--- src/rtl/proc_isa_pkg.sv ---
// Shared ISA definitions: opcodes, instruction field positions, special
// register indices and the bubble encoding used across pipeline stages.
package proc_isa_pkg;

    localparam int ISA_INSN_W = 32;
    localparam int ISA_OPC_W  = 5;
    localparam int ISA_REG_W  = 5;

    // Instruction field bit positions
    localparam int OPC_HI = 31;
    localparam int OPC_LO = 27;
    localparam int RD_HI  = 26;
    localparam int RD_LO  = 22;
    localparam int RS_HI  = 21;
    localparam int RS_LO  = 17;
    localparam int RT_HI  = 16;
    localparam int RT_LO  = 12;

    // Opcodes
    localparam logic [4:0] OP_ALU  = 5'b00000;
    localparam logic [4:0] OP_J    = 5'b00001;
    localparam logic [4:0] OP_BNE  = 5'b00010;
    localparam logic [4:0] OP_JAL  = 5'b00011;
    localparam logic [4:0] OP_JR   = 5'b00100;
    localparam logic [4:0] OP_ADDI = 5'b00101;
    localparam logic [4:0] OP_BLT  = 5'b00110;
    localparam logic [4:0] OP_SW   = 5'b00111;
    localparam logic [4:0] OP_LW   = 5'b01000;
    localparam logic [4:0] OP_SETX = 5'b10101;
    localparam logic [4:0] OP_BEX  = 5'b10110;

    // Special registers
    localparam logic [4:0] R0_ZERO    = 5'd0;
    localparam logic [4:0] R30_STATUS = 5'd30;
    localparam logic [4:0] R31_LINK   = 5'd31;

    localparam logic [31:0] ISA_NOP_INSN = 32'h0000_0000;

    // Field extraction helpers
    function automatic logic [4:0] insn_opcode(input logic [31:0] insn);
        return insn[OPC_HI:OPC_LO];
    endfunction

    function automatic logic [4:0] insn_rd(input logic [31:0] insn);
        return insn[RD_HI:RD_LO];
    endfunction

    function automatic logic [4:0] insn_rs(input logic [31:0] insn);
        return insn[RS_HI:RS_LO];
    endfunction

    function automatic logic [4:0] insn_rt(input logic [31:0] insn);
        return insn[RT_HI:RT_LO];
    endfunction

endpackage

--- src/rtl/src_reg_decode.sv ---
// Combinational source-register decode: which registers an instruction
// reads on ports A and B, and whether each port is actually used.
// Unused ports drive address 0 so they never collide with a real hazard.
module src_reg_decode
    import proc_isa_pkg::*;
(
    input  logic [31:0] insn,
    output logic [4:0]  addr_a,
    output logic [4:0]  addr_b,
    output logic        uses_a,
    output logic        uses_b
);

    logic [4:0] opc_s;
    logic [4:0] rd_s;
    logic [4:0] rs_s;
    logic [4:0] rt_s;

    assign opc_s = insn_opcode(insn);
    assign rd_s  = insn_rd(insn);
    assign rs_s  = insn_rs(insn);
    assign rt_s  = insn_rt(insn);

    // Map opcode to source register fields for both read ports
    always_comb begin
        addr_a = R0_ZERO;
        addr_b = R0_ZERO;
        uses_a = 1'b0;
        uses_b = 1'b0;
        case (opc_s)
            OP_ALU: begin
                addr_a = rs_s;
                addr_b = rt_s;
                uses_a = 1'b1;
                uses_b = 1'b1;
            end
            OP_ADDI, OP_LW: begin
                addr_a = rs_s;
                uses_a = 1'b1;
            end
            OP_SW: begin
                addr_a = rs_s;
                addr_b = rd_s;
                uses_a = 1'b1;
                uses_b = 1'b1;
            end
            OP_BNE, OP_BLT: begin
                addr_a = rd_s;
                addr_b = rs_s;
                uses_a = 1'b1;
                uses_b = 1'b1;
            end
            OP_JR: begin
                addr_a = rd_s;
                uses_a = 1'b1;
            end
            OP_BEX: begin
                addr_a = R30_STATUS;
                uses_a = 1'b1;
            end
            default: begin
                addr_a = R0_ZERO;
                addr_b = R0_ZERO;
                uses_a = 1'b0;
                uses_b = 1'b0;
            end
        endcase
    end

endmodule

--- src/rtl/decode_operand_stage.sv ---
// Decode / register-read stage: derives source addresses from the F/D
// instruction, reads the register file with writeback bypass, and latches
// the result into D/X. Inserts a one-cycle bubble on load-use hazards and
// squashes on flush from execute.
module decode_operand_stage
    import proc_isa_pkg::*;
#(
    parameter int          DATA_W   = 32,
    parameter int          REG_W    = 5,
    parameter logic [31:0] NOP_INSN = 32'h0000_0000
) (
    input  logic              clock,
    input  logic              reset,
    input  logic [31:0]       fd_insn,
    input  logic [31:0]       fd_pc,
    input  logic              fd_valid,
    input  logic              flush,
    output logic [REG_W-1:0]  ctrl_readRegA,
    output logic [REG_W-1:0]  ctrl_readRegB,
    input  logic [DATA_W-1:0] data_readRegA,
    input  logic [DATA_W-1:0] data_readRegB,
    input  logic              ctrl_writeEnable,
    input  logic [REG_W-1:0]  ctrl_writeReg,
    input  logic [DATA_W-1:0] data_writeReg,
    output logic              stall_fd,
    output logic [31:0]       dx_insn,
    output logic [31:0]       dx_pc,
    output logic [DATA_W-1:0] dx_a,
    output logic [DATA_W-1:0] dx_b,
    output logic              dx_valid,
    output logic [31:0]       stall_count
);

    logic [4:0]        fd_addr_a_s;
    logic [4:0]        fd_addr_b_s;
    logic              fd_uses_a_s;
    logic              fd_uses_b_s;
    logic [DATA_W-1:0] op_a_s;
    logic [DATA_W-1:0] op_b_s;
    logic [4:0]        dx_rd_s;
    logic              dx_is_lw_s;
    logic              hazard_s;

    logic [31:0]       dx_insn_r;
    logic [31:0]       dx_pc_r;
    logic [DATA_W-1:0] dx_a_r;
    logic [DATA_W-1:0] dx_b_r;
    logic              dx_valid_r;
    logic [31:0]       stall_count_r;

    src_reg_decode u_fd_decode (
        .insn   (fd_insn),
        .addr_a (fd_addr_a_s),
        .addr_b (fd_addr_b_s),
        .uses_a (fd_uses_a_s),
        .uses_b (fd_uses_b_s)
    );

    assign ctrl_readRegA = fd_addr_a_s;
    assign ctrl_readRegB = fd_addr_b_s;

    // Operand A: r0 reads zero, otherwise bypass a same-cycle writeback
    always_comb begin
        op_a_s = data_readRegA;
        if (fd_addr_a_s == R0_ZERO) begin
            op_a_s = {DATA_W{1'b0}};
        end else if (ctrl_writeEnable && (ctrl_writeReg == fd_addr_a_s)) begin
            op_a_s = data_writeReg;
        end else begin
            op_a_s = data_readRegA;
        end
    end

    // Operand B: same selection as A on the second read port
    always_comb begin
        op_b_s = data_readRegB;
        if (fd_addr_b_s == R0_ZERO) begin
            op_b_s = {DATA_W{1'b0}};
        end else if (ctrl_writeEnable && (ctrl_writeReg == fd_addr_b_s)) begin
            op_b_s = data_writeReg;
        end else begin
            op_b_s = data_readRegB;
        end
    end

    assign dx_rd_s    = insn_rd(dx_insn_r);
    assign dx_is_lw_s = (insn_opcode(dx_insn_r) == OP_LW);

    // Load-use hazard: a load in D/X whose destination the F/D instruction reads
    always_comb begin
        hazard_s = 1'b0;
        if (dx_valid_r && dx_is_lw_s && (dx_rd_s != R0_ZERO) && fd_valid) begin
            hazard_s = (fd_uses_a_s && (fd_addr_a_s == dx_rd_s)) ||
                       (fd_uses_b_s && (fd_addr_b_s == dx_rd_s));
        end else begin
            hazard_s = 1'b0;
        end
    end

    // A flush squashes the instruction, so there is nothing left to stall
    assign stall_fd = hazard_s && !flush;

    // D/X latch and stall counter: reset > flush > hazard > normal load
    always_ff @(posedge clock) begin
        if (reset) begin
            dx_insn_r     <= NOP_INSN;
            dx_pc_r       <= 32'h0000_0000;
            dx_a_r        <= {DATA_W{1'b0}};
            dx_b_r        <= {DATA_W{1'b0}};
            dx_valid_r    <= 1'b0;
            stall_count_r <= 32'h0000_0000;
        end else if (flush || hazard_s || !fd_valid) begin
            dx_insn_r  <= NOP_INSN;
            dx_pc_r    <= 32'h0000_0000;
            dx_a_r     <= {DATA_W{1'b0}};
            dx_b_r     <= {DATA_W{1'b0}};
            dx_valid_r <= 1'b0;
            if (!flush && hazard_s && (stall_count_r != 32'hFFFF_FFFF)) begin
                stall_count_r <= stall_count_r + 32'd1;
            end else begin
                stall_count_r <= stall_count_r;
            end
        end else begin
            dx_insn_r     <= fd_insn;
            dx_pc_r       <= fd_pc;
            dx_a_r        <= op_a_s;
            dx_b_r        <= op_b_s;
            dx_valid_r    <= 1'b1;
            stall_count_r <= stall_count_r;
        end
    end

    assign dx_insn     = dx_insn_r;
    assign dx_pc       = dx_pc_r;
    assign dx_a        = dx_a_r;
    assign dx_b        = dx_b_r;
    assign dx_valid    = dx_valid_r;
    assign stall_count = stall_count_r;

endmodule

--- config.mk ---
export PLATFORM = sky130hd
export DESIGN_NAME = decode_operand_stage
export DESIGN_NICKNAME = d
export VERILOG_FILES = /design/src/rtl/proc_isa_pkg.sv /design/src/rtl/src_reg_decode.sv /design/src/rtl/decode_operand_stage.sv
export SDC_FILE = /design/constraint.sdc
export NUM_CORES = 1
export LEC_CHECK = 0
export BUFFER_PORTS_ARGS = -buffer_cell sky130_fd_sc_hd__buf_2
export CAP_MARGIN = 40
export CORE_MARGIN = 10
export CORE_UTILIZATION = 47
export DETAILED_ROUTE_END_ITERATION = 16
export GPL_ROUTABILITY_DRIVEN = 0
export PLACE_DENSITY_LB_ADDON = 0.12
export SLEW_MARGIN = 20
export SYNTH_ARGS = -nofsm -noshare
export SYNTH_HDL_FRONTEND = slang
export SYNTH_HIERARCHICAL = 1
export SYNTH_SLANG_ARGS = --single-unit
--- constraint.sdc ---
create_clock -name clock -period 7.3 [get_ports clock]
set_clock_uncertainty 0.15 [all_clocks]
set_input_delay 1.46 -clock clock [delete_from_list [all_inputs] [get_ports clock]]
set_output_delay 1.46 -clock clock [all_outputs]
set_load 0.05 [all_outputs]
-- Word level (Yosys, flattened, before mapping)
Index checks and enable logic that the tools add are counted.
- register bits after elaboration: 161
- bits in latches: 0
- memory bits (writable): 0
- memory bits (read-only): 0
- bits of input ports: 170
- output and inout port bits: 172
- word-level logic and storage cells: 55
- memories: 0
- $add $sub $neg: 1
- multipliers: 0
- divide/modulo/power cells: 0
- order comparisons: 0
- equality and inequality tests: 13
- shift-type cells: 0
- mux-type cells: 8
- bitwise logic cells: 0
- reduce and logical (&&, ||, !) cells: 27
- operator list (operator ; number):
    $mux 32 ; 2
    $add 32x1->32 const B ; 1
    $ne 32x32->1 const B ; 1
    $pmux 5 s3 ; 2
    $eq 5x3->1 const B ; 4
    $eq 5x5->1 ; 4
    $logic_not 5->1 ; 3
    $eq 5x4->1 const B ; 2
    $logic_and 1x1->1 ; 9
    $reduce_or 3->1 ; 3
    $reduce_or 4->1 ; 2
    $reduce_or 8->1 ; 1
    $eq 5x2->1 const B ; 1
    $eq 5x5->1 const B ; 1
    $reduce_bool 5->1 ; 1
    $mux 1 ; 4
    $reduce_or 2->1 ; 2
    $logic_or 1x1->1 ; 3
    $logic_not 1->1 ; 2
    $reduce_and 2->1 ; 1

-- Logic depth before layout (Yosys ltp)
Gate-level depths: netlist of run 1.
- word-level depth: 10
- mapped depth: 12
- depth with buffers taken out: 9

-- By module
The synthesis of run 1 kept the hierarchy.
- by module, submodules not included (module ; instances ; cells an instance ; area each (um^2) ; seq. area each (um^2)):
    decode_operand_stage ; 1 ; 586 ; 5920.7 ; 3223.1
    src_reg_decode ; 1 ; 31 ; 244.0 ; 0.0

-- Worst setup path after synthesis of run 1
Ideal clock, no wire load.
- path kind: input port to output port
- from: input port fd_insn[28]
- to: output port stall_fd
- arrival: 3.987 ns
- required time: 5.690 ns
- slack: 1.703 ns
- cell stages on the path: 9
- path buffers: 1
- cell sequence: buf_2 > nor2_1 > a22oi_1 > o2bb2ai_1 > xnor2_1 > nand4_1 > o22ai_2 > nand2_1 > inv_1
- cells in the longest elaborated chain, start to end: 8
- elaborated cells between the ends (all ways): 24
- classes of those cells: eq/ne (9); mux (5); reduce/logical (10)
- ends and longest elaborated chain (what ; RTL line ; RTL):
    start: declaration ; decode_operand_stage.sv:14 ; input logic [31:0] fd_insn,
    $eq 5x2->1 / $eq 5x3->1 (equally long branches) ; src_reg_decode.sv:30 ; case (opc_s)
    $reduce_or 2->1 ; - ;
    $pmux 5 s3 (*) ; src_reg_decode.sv:30 ;
    via ctrl_readRegB[0] ; decode_operand_stage.sv:19 ; output logic [REG_W-1:0] ctrl_readRegB,
    $eq 5x5->1 (*) ; decode_operand_stage.sv:94 ; (fd_uses_b_s && (fd_addr_b_s == dx_rd_s));
    $logic_and 1x1->1 (*) ; decode_operand_stage.sv:94 ;
    $logic_or 1x1->1 (*) ; decode_operand_stage.sv:93 ; hazard_s = (fd_uses_a_s && (fd_addr_a_s == dx_rd_s)) ||
    $mux 1 (*) ; decode_operand_stage.sv:92 ; if (dx_valid_r && dx_is_lw_s && (dx_rd_s != R0_ZERO) && fd_valid) begin
    $logic_and 1x1->1 (*) ; decode_operand_stage.sv:101 ; assign stall_fd = hazard_s && !flush;
    end: declaration ; decode_operand_stage.sv:25 ; output logic stall_fd,
The timed path passes the listed nets; every way through them passes the cells marked *.

-- Final worst setup path of run 1
- from: input port fd_insn[28]
- to: output port stall_fd
- cells in the longest elaborated chain, start to end: 8
- elaborated cells between the ends (all ways): 24
- classes of those cells: eq/ne (9); mux (5); reduce/logical (10)
- ends and longest elaborated chain (what ; RTL line):
    $eq 5x3->1, or another cell as far along ; src_reg_decode.sv:30
    $reduce_or 4->1 (no line), or another cell as far along ; -
    $pmux 5 s3 ; src_reg_decode.sv:30
    $eq 5x5->1 (on tied branches) ; decode_operand_stage.sv:93, decode_operand_stage.sv:94
    $logic_and 1x1->1 (on tied branches) ; decode_operand_stage.sv:93, decode_operand_stage.sv:94
    $logic_or 1x1->1 (*) ; decode_operand_stage.sv:93
    $mux 1 (*) ; decode_operand_stage.sv:92
    $logic_and 1x1->1 (*) ; decode_operand_stage.sv:101
Mark *: on every way between the ends. The rest lies on a longest branch, timed or not.

==> impl_metrics.toml, run 1 <==
[synth]
async_flop_share_pct = 0
synth_seq_cells = 161
synth_nets = 788
seq_area_frac_synth_pct = 52.3
synth_area_mm2 = 0.00616
synth.distinct_cells = 47
netlist_instances = 617
synth_edf_count = 0
yosysWarnings = 6
synthFlopType = "dfxtp_1"
avgSynthCellArea_um2 = 9.99

[worst_setup_path]
cpMaxStageDelayCell = "nor4b_1"
max_stage_delay_ns = 0.66
critPathBufInv = 3
cp.arrival_ns = 4.03
critPathMaxFanout = 9
endpoint_kind = "output port"
worstPathRequired_ns = 5.69
cp_cell_sequence = "buf_2, nand2_1, nor4b_1, a221o_1, xnor2_1, nand4_1, o22ai_2, nand2_1, inv_1, buf_2"
critPathKind = "in -> out"
start_kind = "input pin"
path_delay_family = "simple AND/OR/NAND/NOR gates"

[routing]
drtIter0Drc = 264
vias_per_cell = 5.15
wl_per_cell_um = 18.9
drt_pre_antenna_iters = 6
wl_um = 21500
post-route-drc-count = 0
vias = 5841
detail-route-antenna-nets = 0

[pwr]
p_seq_share_pct = 44.8
power.switching_w = 0.000484
power.total_w = 0.00201
cellPowerDensity_mw_per_mm2 = 233
internal_power_w = 0.00152
vdd_ir_drop_max_uv = 150
clockPowerShare_pct = 44.4
leakage_nw = 3.99
p_comb_share_pct = 10.7
switching_share_pct = 24.1

[timing]
fin_crit_sh_pct = 77.3
final-setup-viol-count = 0
slew_headroom_pct = 48.9
worstMarginPinSlew_ns = 0.755
finalMaxSlewViolations = 0
setup_tns_ns = 0
hold_viol = 0
whs_ns = 0.359
min_period_ns = 5.64
max_freq_mhz = 177
rsz0062_at_grt = "no"

[clocking]
cts_resized = 0
clkSinkCount = 161
cts_buffer_depth = 2
cts_tree = "built"
htreeDepth = 4
clock-root-buffer = "clkbuf_16"
clk_latency_ns = 0.42
cts_buffers = 17
post_cts_buffers = 0
clkTransAtPathRegs_ns = 0.06
cts_hold_buf = 0

[floorplanning]
die_w_um = 135
dieHeight_um = 135
io_pins = 342
start_util_pct = 48.5
num_rows = 41
core_region_area_mm2 = 0.0127
die_area_mm2 = 0.0181

[global_route]
grt_usage_pct = 23.1
grt_max_degree = 68
grt_first_pass_wirelength_um = 32900
gr-total-overflow = 0
antenna_found_initial = 5
grt_pass1_vias = 6055

[place]
dp_hpwl_um = 17400
port_buffers = 341

[cells_and_area]
fin_nets = 1119
syn2layout_area_growth_pct = 40.1
drive_above_1_share_pct = 41.3

[flow_run]
drv_cap = 0

[min_path]
min_path_type = "reg -> reg"

[run_status]
outcome = "finished clean"
-- flip-flops by register name (all words and copies together), names as in the netlist --
signal       count
dx_a            32
dx_b            32
dx_insn         32
dx_pc           32
stall_count     32
dx_valid         1
-- per-layer routing --
metal / part of all wire (%) / global-route usage, % / up-vias
met1: 35 / 22.8 / 2714
met3: 10 / 10.8 / 36
met2: 52 / 41.4 / 272
li1: - / - / 2815
met5: 0.098 / 0 / -
met4: 2.3 / 8.65 / 4
-- worst paths after layout --
| check | from | to | slack, ns | depth (start not counted) |
|---|---|---|---|---|
| hold reg to reg | stall_count[31] | stall_count[31] | 0.36 | 2 |
| setup / recovery | fd_insn[28] | stall_fd | 1.66 | 10 |
| hold / removal | stall_count[31] | stall_count[31] | 0.36 | 2 |
| setup reg to reg | dx_insn[31] | stall_count[21] | 4.47 | 6 |
-- cell usage in the layout (no fill, tap or decap), types with 14 or more instances in the layout --
cell type and instances:
xnor2_1 14, nand2_1 14, nor2_1 83, or3_1 15, mux2i_1 65, nand3_1 15
o21ai_0 14, and2_1 64, buf_2 341, nand4_1 17, dfxtp_1 161, clkbuf_16 17
a21oi_1 21
-- kinds of logic (layout without fill, tap and decap cells) --
logic type,count (synthesis),after routing,synth area share [%]
AOI/OAI and AO/OA,69,69,7.79
xor gates and xnor gates,25,25,3.55
adders and majority gates,1,1,0.203
buffers and inverters,39,382,2.58
DFF,161,161,52.3
muxes,69,69,11.3
other,0,2,0
and+or+nand+nor,253,253,22.3
-- synth_stat cells, drive strengths merged (3+ instances only) --
master	instances	share of area [%]
mux2	4	0.73
and2	64	6.5
mux2i	65	11
xnor2	14	2.0
nand4	17	1.7
or3	15	1.5
nor3	5	0.59
and3	5	0.51
a221o	4	0.65
buf	10	0.81
a21oi	21	1.7
o31ai	9	1.2
xor2	11	1.6
or4	13	1.7
inv	5	0.30
nor4	4	0.41
dfxtp	161	52
nor2	85	5.3
o2bb2ai	5	0.71
nand3	16	1.4
a22oi	5	0.61
nor2b	5	0.51
clkbuf	24	1.5
nand2	14	0.85
o21ai	16	1.3
and4	3	0.43
or2	4	0.41
-- through the flow --
step / cell area, µm² / util [%] / instances / setup WS, ns
5_1_grt: 8630 / 67.9 / 1133 / 1.50
3_3_place_gp: 7980 / 62.7 / 1099 / 1.92
4_1_cts: 8630 / 67.8 / 1132 / 1.75
3_5_place_dp: 8030 / 63.1 / 1101 / 1.76
6_report: 8640 / 67.9 / 1134 / 1.66
2_1_floorplan: 6160 / - / 617 / 1.70
-- layout make-up --
| type | instances | area (µm²) |
|---|---|---|
| Inverter | 5 | 18.8 |
| Clock inverter | 9 | 133 |
| Fill cell | 1080 | 4090 |
| Sequential cell | 161 | 3220 |
| Clock buffer | 22 | 464 |
| Timing Repair Buffer | 346 | 1780 |
| Tap cell | 172 | 215 |
| Multi-Input combinational cell | 417 | 2790 |
| Antenna cell | 2 | 5.00 |
-- worst min-delay path: cells and delay by family (launching register included) --
kind               cells  cell delay (ns)
DFF                    1             0.33
AOI/OAI and AO/OA      2             0.13
-- power by group through the flow --
stage | Clock, W | Sequential [W] | Combinational [W]
6_report | 0.000892 | 0.000900 | 0.000216
4_1_cts | 0.000910 | 0.000900 | 0.000217
5_1_grt | 0.000943 | 0.000901 | 0.000232
3_3_place_gp | 0 | 0.000919 | 0.000211
3_5_place_dp | 0 | 0.000920 | 0.000216
2_1_floorplan | 0 | 0.000979 | 0.0000683
Power figures use the tool's default switching activity.
==> run 2: changes to the inputs <==
--- a/config.mk
+++ b/config.mk
@@ -8,7 +8,7 @@
 export BUFFER_PORTS_ARGS = -buffer_cell sky130_fd_sc_hd__buf_2
 export CAP_MARGIN = 40
 export CORE_MARGIN = 10
-export CORE_UTILIZATION = 47
+export CORE_UTILIZATION = 44
 export DETAILED_ROUTE_END_ITERATION = 16
 export GPL_ROUTABILITY_DRIVEN = 0
 export PLACE_DENSITY_LB_ADDON = 0.12
==> constraint.sdc (replaced) <==
create_clock -name clock -period 5.5 [get_ports clock]
set_clock_uncertainty 0.15 [all_clocks]
set_input_delay 1.1 -clock clock [delete_from_list [all_inputs] [get_ports clock]]
set_output_delay 1.1 -clock clock [all_outputs]
set_load 0.05 [all_outputs]
==> run 2 against run 1 <==
  * Sequential power is 32% higher
  * Sequential share of layout area fell by 0.081 points
  * Critical path depth increased by 1
  * Die area up 5.8%
  * Non-clock buffer count grew 1
  * First-iteration DRC count grew 2.7%
  * Global-route usage is 1.1 points lower
  * Via count is 3.4% lower
  * Clock power increased by 32%
  * Worst hold slack lost 0.013 ns
  * Register-to-register slack worse by 1.8 ns
==> impl_metrics.toml, run 2 (synthesis gave the netlist of run 1 again) <==
[global_route]
grt_max_degree = 68
gr-total-overflow = 0
grt_first_pass_wirelength_um = 33600
antenna_found_initial = 5
grt_pass1_vias = 5864
grt_usage_pct = 22.1

[routing]
drtIter0Drc = 271
wl_per_cell_um = 19.1
post-route-drc-count = 0
detail-route-antenna-nets = 0
drt_pre_antenna_iters = 4
vias_per_cell = 4.93
vias = 5640
wl_um = 21800

[clocking]
clkTransAtPathRegs_ns = 0.07
cts_hold_buf = 0
cts_buffer_depth = 2
cts_resized = 0
cts_buffers = 17
clock-root-buffer = "clkbuf_16"
htreeDepth = 4
cts_tree = "built"
clkSinkCount = 161
post_cts_buffers = 0
clk_latency_ns = 0.42

[worst_setup_path]
cp_cell_sequence = "buf_2, nand2_1, nor4b_1, a221o_1, xnor2_1, nand4_1, o22ai_2, buf_4, nand2_1, inv_1, buf_2"
endpoint_kind = "output port"
worstPathRequired_ns = 4.25
critPathMaxFanout = 9
cpMaxStageDelayCell = "nor4b_1"
worstSetupStartpoint = "fd_insn[28]"
timing.rr.start = "dx_insn[23]"
start_kind = "input pin"
critPathKind = "in -> out"
max_stage_delay_ns = 0.61
cp.arrival_ns = 3.37
rr_worst_depth = 8

[pwr]
internal_power_w = 0.00198
p_comb_share_pct = 10.9
p_seq_share_pct = 44.8
power.switching_w = 0.000687
switching_share_pct = 25.8
clockPowerShare_pct = 44.3
cellPowerDensity_mw_per_mm2 = 308
vdd_ir_drop_max_uv = 226
leakage_nw = 4.01

[timing]
min_period_ns = 4.62
worstMarginPinSlew_ns = 0.689
rsz0062_at_grt = "no"
fin_crit_sh_pct = 84.0
final-setup-viol-count = 0
hold_viol = 0
setup_tns_ns = 0
slew_headroom_pct = 53.4
finalMaxSlewViolations = 0
max_freq_mhz = 216

[cells_and_area]
final_cell_mix = "buf_2, dfxtp_1, nor2_1"
fin_nets = 1120
fill_cells = 1231
mostFrequentLayoutCell = "buf_2"
drive_above_1_share_pct = 41.7
syn2layout_area_growth_pct = 40.4
multiInputGateArea_mm2 = 0.00280
final_util_pct = 62.6
seqCellArea_mm2 = 0.00322

[floorplanning]
core_region_area_mm2 = 0.0138
start_util_pct = 44.6
dieHeight_um = 138
num_rows = 43
die_area_mm2 = 0.0191
die_w_um = 138
io_pins = 342

[min_path]
hold_path.startpoint = "stall_count[18]"
hold_depth = 2
min_path_type = "reg -> reg"

[flow_run]
drv_cap = 0

[run_status]
outcome = "finished clean"

[place]
dp_hpwl_um = 17200
port_buffers = 341
run 2: final timing paths:
kind,slack (ns),to
setup / recovery,0.88,stall_fd
hold / removal,0.35,stall_count[18]
setup reg to reg,2.64,dx_a[7]
hold reg to reg,0.35,stall_count[18]
run 2: metrics by stage:
stage | power, W | area (µm²) | worst slack (ns) | hold slack, ns | std cells
floorplan | 0.00139 | 6160 | 0.623 | 0.565 | 617
global placement | 0.00151 | 8000 | 0.976 | 0.336 | 1108
detailed placement | 0.00151 | 8050 | 0.896 | 0.340 | 1110
CTS | 0.00270 | 8650 | 0.891 | 0.350 | 1142
global route | 0.00276 | 8650 | 0.562 | 0.389 | 1144
finish | 0.00267 | 8650 | 0.878 | 0.346 | 1145
run 2: cell type report:
type | instances | area share [%]
Inverter | 5 | 0.217
Clock buffer | 18 | 5.07
Tap cell | 180 | 2.60
Multi-Input combinational cell | 417 | 32.4
Timing Repair Buffer | 347 | 20.6
Sequential cell | 161 | 37.2
Antenna cell | 3 | 0.0867
Clock inverter | 14 | 1.81
run 2: routing by layer:
layer  up-vias  wire length, µm  track usage (%)
li1       2814                -                -
met1      2584             8070             22.3
met2       205            11000             38.6
met3        33             2260             10.8
met4         4              500             7.99
met5         -               14                0
run 2: power by group through the flow:
| stage | Combinational (W) | Sequential (W) | Clock, W |
|---|---|---|---|
| 6_report | 0.000290 | 0.00119 | 0.00118 |
| 5_1_grt | 0.000311 | 0.00120 | 0.00125 |
| 4_1_cts | 0.000291 | 0.00119 | 0.00121 |
| 3_5_place_dp | 0.000290 | 0.00122 | 0 |
| 3_3_place_gp | 0.000287 | 0.00122 | 0 |
| 2_1_floorplan | 0.0000907 | 0.00130 | 0 |
run 2: critical path, delay by kind of cell:
family | cells | cell delay [ns]
AND/OR/NAND/NOR | 4 | 0.97
buffers and inverters | 4 | 0.66
AO/OA/AOI/OAI | 2 | 0.49
XOR/XNOR | 1 | 0.14
